===== config.mk =====
export PLATFORM = sky130hd
export DESIGN_NAME = tile_map_engine
export DESIGN_NICKNAME = d
export VERILOG_FILES = /design/src/rtl/tile_map_engine.sv
export SDC_FILE = /design/constraint.sdc
export NUM_CORES = 1
export LEC_CHECK = 0
export ABC_CLOCK_PERIOD_IN_PS = 25400
export CORE_AREA = 5 5 419 380
export CTS_CLUSTER_DIAMETER = 200
export CTS_CLUSTER_SIZE = 24
export DETAILED_ROUTE_END_ITERATION = 10
export DIE_AREA = 0 0 424 385
export PLACE_DENSITY = 0.49
export SYNTH_ARGS = -nofsm -noshare
export SYNTH_HDL_FRONTEND = slang
export SYNTH_SLANG_ARGS = --single-unit

===== constraint.sdc =====
create_clock -name Clk -period 25.4 [get_ports Clk]
set_input_delay 2.54 -clock Clk [delete_from_list [all_inputs] [get_ports Clk]]
set_output_delay 2.54 -clock Clk [all_outputs]
set_load 0.03 [all_outputs]

===== src/rtl/tile_map_engine.sv =====
// tile_map_engine: MAP_W x MAP_H tile-code RAM with a registered render lookup port,
// SoC layout loads, a power-on/clear sweep and bullet-hit resolution with sticky base flags.
// Build option: define TILE_HP_EN to give destructible walls per-cell hit points (WALL_HP).
module tile_map_engine #(
    parameter int unsigned MAP_W      = 20,
    parameter int unsigned MAP_H      = 15,
    parameter int unsigned TILE_SHIFT = 5,
    parameter int unsigned TILE_BITS  = 3,
    parameter int unsigned WALL_HP    = 2
) (
    input  logic                                Clk,
    input  logic                                Reset_n,
    input  logic [9:0]                          DrawX,
    input  logic [9:0]                          DrawY,
    output logic [TILE_BITS-1:0]                TileCode,
    input  logic                                load_we,
    input  logic [$clog2(MAP_W*MAP_H)-1:0]      load_addr,
    input  logic [TILE_BITS-1:0]                load_data,
    output logic                                load_ready,
    input  logic                                clear_start,
    input  logic                                hit_req,
    input  logic [9:0]                          hit_x,
    input  logic [9:0]                          hit_y,
    output logic                                hit_ready,
    output logic                                hit_done,
    output logic [1:0]                          hit_result,
    output logic [1:0]                          base_destroyed,
    output logic                                busy
);

    localparam int unsigned N_CELLS = MAP_W * MAP_H;
    localparam int unsigned AW      = $clog2(N_CELLS);
    localparam int unsigned SXW     = $clog2(MAP_W);
    localparam int unsigned SYW     = $clog2(MAP_H);

    localparam logic [TILE_BITS-1:0] T_EMPTY  = TILE_BITS'(0);
    localparam logic [TILE_BITS-1:0] T_BORDER = TILE_BITS'(1);
    localparam logic [TILE_BITS-1:0] T_WALL   = TILE_BITS'(2);
    localparam logic [TILE_BITS-1:0] T_BASE1  = TILE_BITS'(3);
    localparam logic [TILE_BITS-1:0] T_BASE2  = TILE_BITS'(4);

    localparam logic [1:0] R_EMPTY     = 2'b00;
    localparam logic [1:0] R_BLOCKED   = 2'b01;
    localparam logic [1:0] R_DAMAGED   = 2'b10;
    localparam logic [1:0] R_DESTROYED = 2'b11;

    // A wall that needs zero hits is meaningless; reject such a configuration at elaboration.
    if (WALL_HP == 0) begin : g_hp_check
        $error("tile_map_engine: WALL_HP must be at least 1");
    end

`ifdef TILE_HP_EN
    localparam int unsigned    HPW     = $clog2(WALL_HP + 1);
    localparam logic [HPW-1:0] HP_FULL = HPW'(WALL_HP);
`endif

    typedef enum logic [1:0] {
        S_CLEAR  = 2'd0,
        S_IDLE   = 2'd1,
        S_HIT_RD = 2'd2,
        S_HIT_WR = 2'd3
    } state_e;

    // Pixel coordinate to tile out-of-range test.
    function automatic logic cell_oob(input logic [9:0] x, input logic [9:0] y);
        return ((32'(x) >> TILE_SHIFT) >= MAP_W) || ((32'(y) >> TILE_SHIFT) >= MAP_H);
    endfunction

    // Pixel coordinate to linear cell index (meaningful only when in range).
    function automatic logic [AW-1:0] cell_idx(input logic [9:0] x, input logic [9:0] y);
        logic [31:0] tx;
        logic [31:0] ty;
        tx = 32'(x) >> TILE_SHIFT;
        ty = 32'(y) >> TILE_SHIFT;
        return AW'(ty * MAP_W + tx);
    endfunction

    logic [TILE_BITS-1:0] tile_mem [N_CELLS];
`ifdef TILE_HP_EN
    logic [HPW-1:0]       hp_mem   [N_CELLS];
    logic [HPW-1:0]       h_hp;
    logic [HPW-1:0]       wr_hp_q, wr_hp_d;
    logic [HPW-1:0]       mem_whp;
`endif

    state_e               state_q, state_d;
    logic [AW-1:0]        sweep_q, sweep_d;
    logic [SXW-1:0]       sx_q, sx_d;
    logic [SYW-1:0]       sy_q, sy_d;
    logic [9:0]           hx_q, hx_d;
    logic [9:0]           hy_q, hy_d;
    logic                 hit_done_q, hit_done_d;
    logic [1:0]           hit_result_q, hit_result_d;
    logic [1:0]           base_q, base_d;
    logic                 busy_q, busy_d;
    logic                 hit_ready_q, hit_ready_d;
    logic                 load_ready_q, load_ready_d;
    logic                 wr_pend_q, wr_pend_d;
    logic [TILE_BITS-1:0] wr_code_q, wr_code_d;
    logic [TILE_BITS-1:0] tile_code_q;

    logic                 rd_oob;
    logic [AW-1:0]        rd_idx;
    logic                 h_oob;
    logic [AW-1:0]        h_idx;
    logic [TILE_BITS-1:0] h_code;
    logic                 edge_cell;
    logic                 mem_we;
    logic [AW-1:0]        mem_wa;
    logic [TILE_BITS-1:0] mem_wd;

    assign rd_oob = cell_oob(DrawX, DrawY);
    assign rd_idx = cell_idx(DrawX, DrawY);
    assign h_oob  = cell_oob(hx_q, hy_q);
    assign h_idx  = cell_idx(hx_q, hy_q);
    assign h_code = h_oob ? T_BORDER : tile_mem[h_idx];
`ifdef TILE_HP_EN
    assign h_hp   = hp_mem[h_idx];
`endif
    assign edge_cell = (sx_q == '0) || (sx_q == SXW'(MAP_W - 1)) ||
                       (sy_q == '0) || (sy_q == SYW'(MAP_H - 1));

    // Next-state, hit resolution and RAM write-port selection.
    always_comb begin
        state_d      = state_q;
        sweep_d      = sweep_q;
        sx_d         = sx_q;
        sy_d         = sy_q;
        hx_d         = hx_q;
        hy_d         = hy_q;
        hit_done_d   = 1'b0;
        hit_result_d = hit_result_q;
        base_d       = base_q;
        wr_pend_d    = 1'b0;
        wr_code_d    = wr_code_q;
        mem_we       = 1'b0;
        mem_wa       = '0;
        mem_wd       = T_EMPTY;
`ifdef TILE_HP_EN
        wr_hp_d      = wr_hp_q;
        mem_whp      = HP_FULL;
`endif

        case (state_q)
            S_CLEAR: begin
                mem_we = 1'b1;
                mem_wa = sweep_q;
                mem_wd = edge_cell ? T_BORDER : T_EMPTY;
                if (sweep_q == AW'(N_CELLS - 1)) begin
                    state_d = S_IDLE;
                    sweep_d = '0;
                    sx_d    = '0;
                    sy_d    = '0;
                end else begin
                    sweep_d = sweep_q + AW'(1);
                    if (sx_q == SXW'(MAP_W - 1)) begin
                        sx_d = '0;
                        sy_d = sy_q + SYW'(1);
                    end else begin
                        sx_d = sx_q + SXW'(1);
                    end
                end
            end
            S_IDLE: begin
                if (clear_start) begin
                    state_d = S_CLEAR;
                    base_d  = 2'b00;
                    sweep_d = '0;
                    sx_d    = '0;
                    sy_d    = '0;
                end else if (hit_req) begin
                    state_d = S_HIT_RD;
                    hx_d    = hit_x;
                    hy_d    = hit_y;
                end else if (load_we && (32'(load_addr) < N_CELLS)) begin
                    mem_we = 1'b1;
                    mem_wa = load_addr;
                    mem_wd = load_data;
                end
            end
            S_HIT_RD: begin
                state_d    = S_HIT_WR;
                hit_done_d = 1'b1;
                case (h_code)
                    T_EMPTY: hit_result_d = R_EMPTY;
                    T_WALL: begin
`ifdef TILE_HP_EN
                        if (h_hp <= HPW'(1)) begin
                            hit_result_d = R_DESTROYED;
                            wr_pend_d    = 1'b1;
                            wr_code_d    = T_EMPTY;
                            wr_hp_d      = '0;
                        end else begin
                            hit_result_d = R_DAMAGED;
                            wr_pend_d    = 1'b1;
                            wr_code_d    = T_WALL;
                            wr_hp_d      = h_hp - HPW'(1);
                        end
`else
                        hit_result_d = R_DESTROYED;
                        wr_pend_d    = 1'b1;
                        wr_code_d    = T_EMPTY;
`endif
                    end
                    T_BASE1: begin
                        hit_result_d = R_DESTROYED;
                        wr_pend_d    = 1'b1;
                        wr_code_d    = T_EMPTY;
                        base_d[0]    = 1'b1;
                    end
                    T_BASE2: begin
                        hit_result_d = R_DESTROYED;
                        wr_pend_d    = 1'b1;
                        wr_code_d    = T_EMPTY;
                        base_d[1]    = 1'b1;
                    end
                    default: hit_result_d = R_BLOCKED;
                endcase
            end
            S_HIT_WR: begin
                state_d = S_IDLE;
                if (wr_pend_q) begin
                    mem_we = 1'b1;
                    mem_wa = h_idx;
                    mem_wd = wr_code_q;
`ifdef TILE_HP_EN
                    mem_whp = wr_hp_q;
`endif
                end
            end
            default: state_d = S_CLEAR;
        endcase

        busy_d       = (state_d == S_CLEAR);
        hit_ready_d  = (state_d == S_IDLE);
        load_ready_d = (state_d == S_IDLE);
    end

    // Control and output registers; reset aborts any hit or sweep in progress.
    always_ff @(posedge Clk or negedge Reset_n) begin
        if (!Reset_n) begin
            state_q      <= S_CLEAR;
            sweep_q      <= '0;
            sx_q         <= '0;
            sy_q         <= '0;
            hx_q         <= '0;
            hy_q         <= '0;
            hit_done_q   <= 1'b0;
            hit_result_q <= R_EMPTY;
            base_q       <= 2'b00;
            busy_q       <= 1'b1;
            hit_ready_q  <= 1'b0;
            load_ready_q <= 1'b0;
            wr_pend_q    <= 1'b0;
            wr_code_q    <= T_EMPTY;
`ifdef TILE_HP_EN
            wr_hp_q      <= '0;
`endif
        end else begin
            state_q      <= state_d;
            sweep_q      <= sweep_d;
            sx_q         <= sx_d;
            sy_q         <= sy_d;
            hx_q         <= hx_d;
            hy_q         <= hy_d;
            hit_done_q   <= hit_done_d;
            hit_result_q <= hit_result_d;
            base_q       <= base_d;
            busy_q       <= busy_d;
            hit_ready_q  <= hit_ready_d;
            load_ready_q <= load_ready_d;
            wr_pend_q    <= wr_pend_d;
            wr_code_q    <= wr_code_d;
`ifdef TILE_HP_EN
            wr_hp_q      <= wr_hp_d;
`endif
        end
    end

    // Render lookup; a same-cycle write to the cell is seen only on the next lookup.
    always_ff @(posedge Clk or negedge Reset_n) begin
        if (!Reset_n) begin
            tile_code_q <= T_EMPTY;
        end else begin
            tile_code_q <= rd_oob ? T_BORDER : tile_mem[rd_idx];
        end
    end

    // Single shared write port for the tile (and HP) storage.
    always_ff @(posedge Clk) begin
        if (mem_we) begin
            tile_mem[mem_wa] <= mem_wd;
`ifdef TILE_HP_EN
            hp_mem[mem_wa]   <= mem_whp;
`endif
        end
    end

    assign TileCode       = tile_code_q;
    assign hit_done       = hit_done_q;
    assign hit_result     = hit_result_q;
    assign base_destroyed = base_q;
    assign busy           = busy_q;
    assign hit_ready      = hit_ready_q;
    assign load_ready     = load_ready_q;

endmodule


Word-level counts from Yosys, hierarchy flattened
Memories as Yosys holds them, arrays and structs flattened.
Index checks and enable logic that the tools add are counted.
{"block": "totals", "memories": 1, "regBits": 51, "mem_bits_rw": 900, "elab_cells": 103, "output_inout_bits": 11}
{"block": "op_classes", "n_reduce_logical": 19, "bitwise": 1, "n_addsub": 5, "n_eq_ne": 14, "multipliers": 2, "magnitude_cmp": 5, "mux": 42}
{"memory": "tile_mem", "words": 300, "word_bits": 3, "read_ports": 2, "rd_ports_with_merged_regs": 0, "wr": 1, "line_no": "78", "rtl": "logic [TILE_BITS-1:0] tile_mem [N_CELLS];"}
{"cell": "9-bit two-way mux", "count": 6}
{"cell": "9-bit one-hot mux with 3 select lines", "count": 1}
{"cell": "9-bit by 5-bit adder with 9-bit output", "count": 2}
{"cell": "9-bit one-hot mux with 2 select lines", "count": 1}
{"cell": "3-bit two-way mux", "count": 5}
{"cell": "5-bit two-way mux", "count": 3}
{"cell": "5-bit by 3-bit multiplier with 7-bit output, second input constant", "count": 2}
{"cell": "1-bit two-way mux", "count": 12}
{"cell": "4-bit two-way mux", "count": 3}
{"cell": "3-bit AND reduction", "count": 4}
{"cell": "5-bit by 4-bit >= comparator with 1-bit output, second input constant", "count": 2}
{"cell": "5-bit >= comparator, second input constant", "count": 2}
{"cell": "5-bit one-hot mux with 2 select lines", "count": 1}
{"cell": "9-bit by 1-bit adder with 9-bit output, second input constant", "count": 1}
{"cell": "9-bit equality test, second input constant", "count": 1}
{"cell": "9-bit less-than comparator, second input constant", "count": 1}
{"cell": "2-bit two-way mux", "count": 4}
{"cell": "2-bit one-hot mux with 2 select lines", "count": 2}
{"cell": "2-bit one-hot mux with 4 select lines", "count": 1}
{"cell": "4-bit one-hot mux with 2 select lines", "count": 1}
{"cell": "3-bit by 2-bit equality test with 1-bit output, second input constant", "count": 2}
{"cell": "3-bit one-hot mux with 2 select lines", "count": 1}
{"cell": "5-bit by 1-bit adder with 5-bit output, second input constant", "count": 1}
{"cell": "5-bit equality test, second input constant", "count": 1}
{"cell": "other kinds (19)", "count": 28}

Logic depth before layout (Yosys ltp)
Gate-level depths: netlist of the first run.
{"block": "logic_depth", "depth_word": 8, "mapped_depth": 14}

Worst setup path after synthesis of the first run
No wires, ideal clock.
{"block": "synth_path", "path_kind": "input -> register", "start": "input port clear_start", "end": "memory tile_mem[0][0], data pin", "path_buffers": 1, "arrival_ps": 10617, "slack_ps": 13183, "stages": 6, "cell_sequence": "nand2b_1 or4b_1 a21oi_2 buf_2 a21oi_1 nor2_1"}
{"block": "synth_via", "elab_chain_cells": 2}
{"item": "start: declaration", "line_no": "20", "rtl": "input logic clear_start,"}
{"item": "3-bit two-way mux", "line_no": "165", "rtl": "if (clear_start) begin"}
{"item": "3-bit one-hot mux with 2 select lines", "line_no": "144", "rtl": "case (state_q)"}
{"item": "via mem_wd[0]", "line_no": "110", "rtl": "logic [TILE_BITS-1:0] mem_wd;"}
{"item": "end: declaration", "line_no": "78"}
The timed path passes the listed nets, and every way through them passes these cells.

Worst setup path after layout of the first run
{"block": "layout_path", "start": "input port clear_start", "end": "memory tile_mem[238][0], data pin"}
Same word-level chain as after synthesis.

==> results of run 1 <==
-- synth_stat cells, types with 3 or more instances --
cell / number
edfxtp_1: 900
mux4_2: 494
nor2_1: 337
nand2_1: 151
mux2i_1: 96
clkbuf_1: 86
buf_2: 57
dfrtp_1: 40
a21oi_1: 39
o21ai_0: 39
nand3_1: 35
ha_1: 24
a22oi_1: 23
nor2b_1: 21
buf_4: 19
a211oi_1: 15
buf_1: 14
buf_6: 14
mux2_2: 14
nand4_1: 13
inv_1: 12
and3_1: 11
and2_1: 9
o22ai_1: 9
nand2b_1: 8
xor2_1: 8
a222oi_1: 7
nor3_1: 7
a21o_1: 6
a311oi_1: 6
o31ai_1: 6
a31oi_1: 5
a32oi_1: 5
o211ai_1: 5
xnor2_1: 5
a2111oi_0: 4
a22o_1: 4
fa_1: 4
nor4_1: 4
o2111ai_1: 4
a41oi_1: 3
buf_8: 3
or2_2: 3
-- worst max-delay path, stage by stage --
cell and delay, ns:
clkdlybuf4s50_1 0.44, nand2b_1 0.20, or4b_1 0.64, a21oi_2 0.58
a21oi_1 0.22, nor2_4 0.43, buf_4 0.82, buf_4 0.97
buf_4 0.89
-- cells by family (layout without fill, tap and decap cells) --
kind of cell,after synthesis,in the layout,synth area share
AND/OR/NAND/NOR,610,610,0.05577
AO/OA/AOI/OAI,208,208,0.03176
buffers and inverters,209,196,0.02357
multiplexers,606,606,0.2675
XOR/XNOR,14,14,0.002831
flip-flops,941,941,0.6103
adder cells (fa/ha/maj),28,28,0.008275
-- registers in the layout, indices dropped and copies added, names as in the netlist --
signal / count
tile_mem: 900
sweep_q: 9
hx_q: 5
hy_q: 5
sx_q: 5
sy_q: 4
TileCode: 3
base_destroyed: 2
hit_result: 2
state_q: 2
busy: 1
hit_done: 1
load_ready: 1
wr_pend_q: 1
-- through the flow --
| step | area [µm²] | power [mW] | util | cells | setup slack (ns) |
|---|---|---|---|---|---|
| 2_1_floorplan | 45970 | 3.520 | - | 2616 | 13.18 |
| 3_3_place_gp | 48620 | 4.672 | 0.3155 | 4551 | 17.34 |
| 3_5_place_dp | 48640 | 4.702 | 0.3156 | 4552 | 17.04 |
| 4_1_cts | 49910 | 5.541 | 0.3239 | 4618 | 17.76 |
| 5_1_grt | 49910 | 5.730 | 0.3239 | 4618 | 17.37 |
| 6_report | 49910 | 5.519 | 0.3239 | 4618 | 17.76 |
-- area by class of cell --
class	count	area share
Timing Repair Buffer	116	0.02128
Tap cell	2015	0.05052
Clock buffer	64	0.02484
Inverter	14	0.001053
Multi-Input combinational cell	1466	0.3395
Sequential cell	941	0.5622
Clock inverter	2	0.0005766
-- layout by cell type, fill, tap and decap left out, types with 39 or more instances in the layout --
cell type        count
a21oi_1             39
buf_4               63
clkbuf_16           47
clkdlybuf4s50_1     44
edfxtp_1           900
mux2i_1             96
mux4_2             494
nand2_1            151
nor2_1             333
o21ai_0             39
-- worst paths after layout --
path                       slack [ns]          endpoint  cells past startpoint          start
max in group asynchronous       22.55           hx_q[6]                      1        Reset_n
setup / recovery                17.76  tile_mem[238][0]                      9    clear_start
hold / removal                   0.54     hit_result[1]                      2  hit_result[1]
min in group asynchronous        2.06           sy_q[3]                      1        Reset_n
hold reg to reg                  0.54     hit_result[1]                      2  hit_result[1]
setup reg to reg                19.46   tile_mem[96][2]                     10        hy_q[6]
-- report_power, final --
part	internal (mW)	total (mW)	switching [mW]
combinational	0.839	2.73	1.89
sequential	1.89	1.95	0.0566
clock	0.344	0.847	0.502
-- per-layer routing --
| metal | share of wire | up-vias | global-route usage | wire length [µm] |
|---|---|---|---|---|
| met1 | 0.42 | 14320 | 0.2449 | 61090 |
| li1 | - | 10670 | - | - |
| met2 | 0.47 | 1269 | 0.2840 | 68770 |
| met3 | 0.078 | 219 | 0.03154 | 11370 |
| met4 | 0.029 | 4 | 0.04936 | 4203 |
| met5 | 0.00012 | - | 0 | 18 |
==> results.md, run 1 <==
* Status: complete, no violations
* Fin nets at approximately 2700
* Number of global-route vias before repair at 27550
* Initial antenna violation count at 2
* Die span in y at 385 µm
* Multi-input gate area at 0.01694 mm²
* DR vias at ~26000
* Drt total wl at 145400 µm
* H-Tree Depth at 2
* Clock Tree Root: clkbuf_16
* PD cells at 110.6 mW/mm²
* CP Capture Type: flip-flop
* Max Buffers Root-to-Sink at 3
* Crit Path Category: input port to flip-flop
* FP Rows at 137
* Pin count of the biggest net entering global routing at 102
* HPWL after DPL at 91590 µm
* Ranking of synthesized cells by area: edfxtp_1 (59%), mux4_2 (24%), nor2_1 (2.8%), dfrtp_1 (2.2%), mux2i_1 (2.1%)
* Startpoint Class: input port
* Area leader, netlist: edfxtp_1
* Flops & latches, synth at 941
* Layout Skew at 0.02827 ns
* Worst skew pair latency at 0.68 ns
* Max_slew headroom at 0.1083
* Syn_area_per_cell at 17.57 µm²
* Worst EP required at 25.71 ns
* Share of the synthesized area in the top cell type at 0.5879
* Sequential Area at 0.02806 mm²
* Detail Route Antenna Nets at 0
* Fmax at 130.8 MHz
* Total die area at 0.1632 mm²
* Num CTS Buffers at 45
* First-pass GRT wire length at 209000 µm
* Hold WC Path Type: flip-flop to flip-flop
* Fillers at ~15000
* Synth unique cells at roughly 80
* Remaining routing DRC violations at 0
* Initial Utilization at 0.2983
* Hold-fix buffer count after cts at 0
* Core Footprint at 0.1541 mm²
* Share of layout cells above drive strength 1 at 0.2539
* # IOs at 68
* Max cap viols at 0
* CTS tree: built
* Setup TNS Final at 0 ns
* Setup bufs post-CTS at 0
* Slew @ Worst Pin at between 1 and 1.5 ns
* Async SR Flop Fraction at 0.04357
* Mapped Area at 0.04597 mm²
* Post-CTS Resized at 0
* Final hold vios at 0
* Port buffer count at 47
* Via density at 5.735
* Post-synth EDFFs at 900
* Gr usage total at 0.1758
* Final setup viols at 0
* Clk sinks at 941
* Crit path max fanout at 101
* Yosys warnings at 0
* Mapped Cells at 2616
* Leak pwr at 16.02 nW
* Max Slew Vio Count at 0
* Syn_nets at 2701
* Register area share after synthesis at 0.6103
* Die W at 424 µm
* Area grow syn2layout at 8.571%
* Ant. Diodes at 0
* RSZ-0062 raised after global routing: no
* Worst Hold Margin at 0.5357 ns
* Fin crit period at 7.645 ns
* Main synth FF type: edfxtp_1
* Grt total ovfl at 0
* Worst VDD drop at 0.1225 mV
* Iteration-0 DRC Markers at 2944
* Worst endpoint data arrival time at 7.95 ns
* WL/cell at 31.50 µm
* GP Congestion at roughly 0.80
* Final period util at 0.3010
* DRT Pass-1 Iters at 5
* Clock-pin slew on the worst setup and hold paths at around 0.1 ns
Power figures use the tool's default switching activity.
==> inputs of run 2 (changes only) <==
--- a/config.mk
+++ b/config.mk
@@ -5,13 +5,13 @@
 export SDC_FILE = /design/constraint.sdc
 export NUM_CORES = 1
 export LEC_CHECK = 0
-export ABC_CLOCK_PERIOD_IN_PS = 25400
+export ABC_CLOCK_PERIOD_IN_PS = 6500
 export CORE_AREA = 5 5 419 380
 export CTS_CLUSTER_DIAMETER = 200
 export CTS_CLUSTER_SIZE = 24
 export DETAILED_ROUTE_END_ITERATION = 10
 export DIE_AREA = 0 0 424 385
-export PLACE_DENSITY = 0.49
+export PLACE_DENSITY = 0.51
 export SYNTH_ARGS = -nofsm -noshare
 export SYNTH_HDL_FRONTEND = slang
 export SYNTH_SLANG_ARGS = --single-unit
==> constraint.sdc (replaced) <==
create_clock -name Clk -period 6.5 [get_ports Clk]
set_input_delay 0.65 -clock Clk [delete_from_list [all_inputs] [get_ports Clk]]
set_output_delay 0.65 -clock Clk [all_outputs]
set_load 0.03 [all_outputs]
==> results.md, run 2 (synthesis results as in run 1) <==
* Status: complete, no violations (unchanged)
* Largest registers: tile_mem x900, sweep_q x9 (unchanged)
* Max Slew Vio Count at 0 (unchanged)
* Initial antenna violation count at 5 (was 2)
* GP Congestion at 0.8701 (was 0.8031)
* Pin count of the biggest net entering global routing at 123 (was 102)
* Fin crit period at roughly 4.9 ns
* Worst endpoint data arrival time at 5.21 ns (was 7.95 ns)
* Gr usage total at 0.1774 (was 0.1758)
* Max reg flops at 900 (unchanged)
* Largest Register: tile_mem (unchanged)
* Final setup viols at 0 (unchanged)
* Initial Utilization at 0.2983 (unchanged)
* Crit Path Category: flip-flop to flip-flop (was input port to flip-flop)
* Final period util at 0.7546
* Worst VDD drop at 0.4682 mV (was 0.1225 mV)
* Hold WC Path Type: input port to asynchronous set/reset pin (was flip-flop to flip-flop)
* # IOs at 68 (unchanged)
* Worst EP required at 6.81 ns (was 25.71 ns)
* Util after Layout at 0.3261 (was 0.3239)
* Setup bufs post-CTS at 0 (unchanged)
* Final hold vios at 0 (unchanged)
* Total die area at 0.1632 mm² (unchanged)
* Worst skew pair latency at 0.67 ns (was 0.68 ns)
* Global routing's busiest layer: met2 (unchanged)
* RR Startpoint: hy_q[6] (unchanged)
* Max Buffers Root-to-Sink at 3 (unchanged)
* Num CTS Buffers at 45 (unchanged)
* CP Capture Type: flip-flop (unchanged)
* Slew @ Worst Pin at 1.324 ns (was 1.334 ns)
* Final Instance Count excl. Fillers at 4643 (was 4618)
* FP Rows at 137 (unchanged)
* CTS tree: built (unchanged)
* Clk sinks at 941 (unchanged)
* DR vias at 26910 (was 26490)
* Reg2reg end: tile_mem[136][1] (was tile_mem[96][2])
* Fmax at 203.9 MHz
* GR Util met3 at 0.03430 (was 0.03154)
* Worst setup path endpoint: tile_mem[136][1] (was tile_mem[238][0])
* WL/cell at 31.70 µm (was 31.50 µm)
* PD cells at 429.7 mW/mm² (was 110.6 mW/mm²)
* Dpl cells at 4584 (was 4552)
* DRT Pass-1 Iters at 10 (was 5)
* Detail Route Antenna Nets at 0 (unchanged)
* Post-CTS Resized at 0 (unchanged)
* Core Footprint at 0.1541 mm² (unchanged)
* Met1 global-route usage at 0.2459 (was 0.2449)
* Iteration-0 DRC Markers at 3199 (was 2944)
* Crit path max fanout at 16 (was 101)
* First-pass GRT wire length at 210000 µm (was 209000 µm)
* Max_slew headroom at 0.1155 (was 0.1083)
* Layout Skew at 0.02327 ns (was 0.02827 ns)
* Fillers at 14580 (was 14600)
* Reg2Reg Depth at 10 (unchanged)
* Commonest cells after routing, fill and taps aside: edfxtp_1 (900), mux4_2 (494), nor2_1 (335) (was edfxtp_1 (900), mux4_2 (494), nor2_1 (333))
* Setup TNS Final at 0 ns (unchanged)
* Leak pwr at 16.20 nW (was 16.02 nW)
* Commonest non-fill, non-tap cell in the layout: edfxtp_1 (unchanged)
* H-Tree Depth at 2 (unchanged)
* Startpoint Class: flip-flop (was input port)
* Grt total ovfl at 0 (unchanged)
* Critical Path Source: hy_q[6] (was clear_start)
* Die W at 424 µm (unchanged)
* Die span in y at 385 µm (unchanged)
* Clock-pin slew on the worst setup and hold paths at 0.10 ns (about the same)
* Drt total wl at 147200 µm (was 145400 µm)
* Hold-fix buffer count after cts at 0 (unchanged)
* Flop2flop setup slack at 1.60 ns (was 19.46 ns)
* Fin nets at 2701 (was 2669)
* M2 GR Usage at 0.2842 (was 0.2840)
* Via density at 5.796 (was 5.735)
* Share of layout cells above drive strength 1 at 0.2635 (was 0.2539)
* Port buffer count at 47 (unchanged)
* Area grow syn2layout at 9.336% (was 8.571%)
* HPWL after DPL at 96860 µm (was 91590 µm)
* Remaining routing DRC violations at 0 (unchanged)
* Number of global-route vias before repair at 27620 (was 27550)
* Clock Tree Root: clkbuf_16 (unchanged)
* Max cap viols at 0 (unchanged)
* RSZ-0062 raised after global routing: no (unchanged)
==> run 2: cell types whose count changed in the layout (fill, tap and decap cells not counted), moves of 2 or more <==
cell / change
nor2_2: -2
nor2_1: +2
diode_2: +2
buf_4: +21
clkbuf_1: -9
buf_12: +12
==> run 2: stage by stage <==
stage               power, mW  hold slack (ns)  cell area [µm²]  setup slack (ns)
CTS                     21.59           0.1559            50250             1.703
finish                  21.59           0.1680            50260             1.595
global placement        18.26           0.4846            49020             1.396
global route            22.27           0.2124            50250             1.399
floorplan               13.59           0.3544            45980             1.589
detailed placement      18.38           0.5188            49020             1.349
==> run 2: critical path, stage by stage (launching register included) <==
cell	delay (ns)
dfrtp_1	0.47
ha_1	0.33
ha_1	0.22
fa_1	0.43
xor2_1	0.39
nand4_1	0.18
xor2_1	0.55
o21ai_0	0.43
nor3b_2	0.48
nand2_1	0.50
nor2_1	0.56
==> run 2: report_power, final <==
group	switching, mW	leakage (nW)	internal, mW	total [mW]
registers	0.266	9.65	7.36	7.63
logic	7.33	5.95	3.37	10.7
clock network	1.94	0.603	1.32	3.26
total	9.54	16.2	12.1	21.6
==> run 2: layout make-up <==
class	count	area, µm²	share of cell area
timing repair buffer	148	1443	0.02870
tap	2015	2521	0.05016
clock inverter	2	28.78	0.0005726
antenna	2	5.005	0.00009958
sequential	941	28060	0.5583
multi-input combinational	1466	16940	0.3371
inverter	14	52.55	0.001046
clock buffer	55	1206	0.02400
==> run 2: worst min-delay path by stage <==
stage               startpoint     endpoint  slack [ns]  cells past startpoint
floorplan              Reset_n  TileCode[0]        0.35                      0
global placement       sy_q[3]      sy_q[3]        0.48                      1
detailed placement     sy_q[3]      sy_q[3]        0.52                      1
CTS                    Reset_n   state_q[0]        0.16                      1
global route           Reset_n   load_ready        0.21                      1
finish                 Reset_n   load_ready        0.17                      1
==> run 2: per-layer routing <==
metal  wire length, µm  vias up  part of all wire
met1             60830    14620              0.41
met2             69510     1327              0.47
met4              4902        0             0.033
met5                 0        -                 0
li1                  -    10750                 -
met3             11920      218             0.081
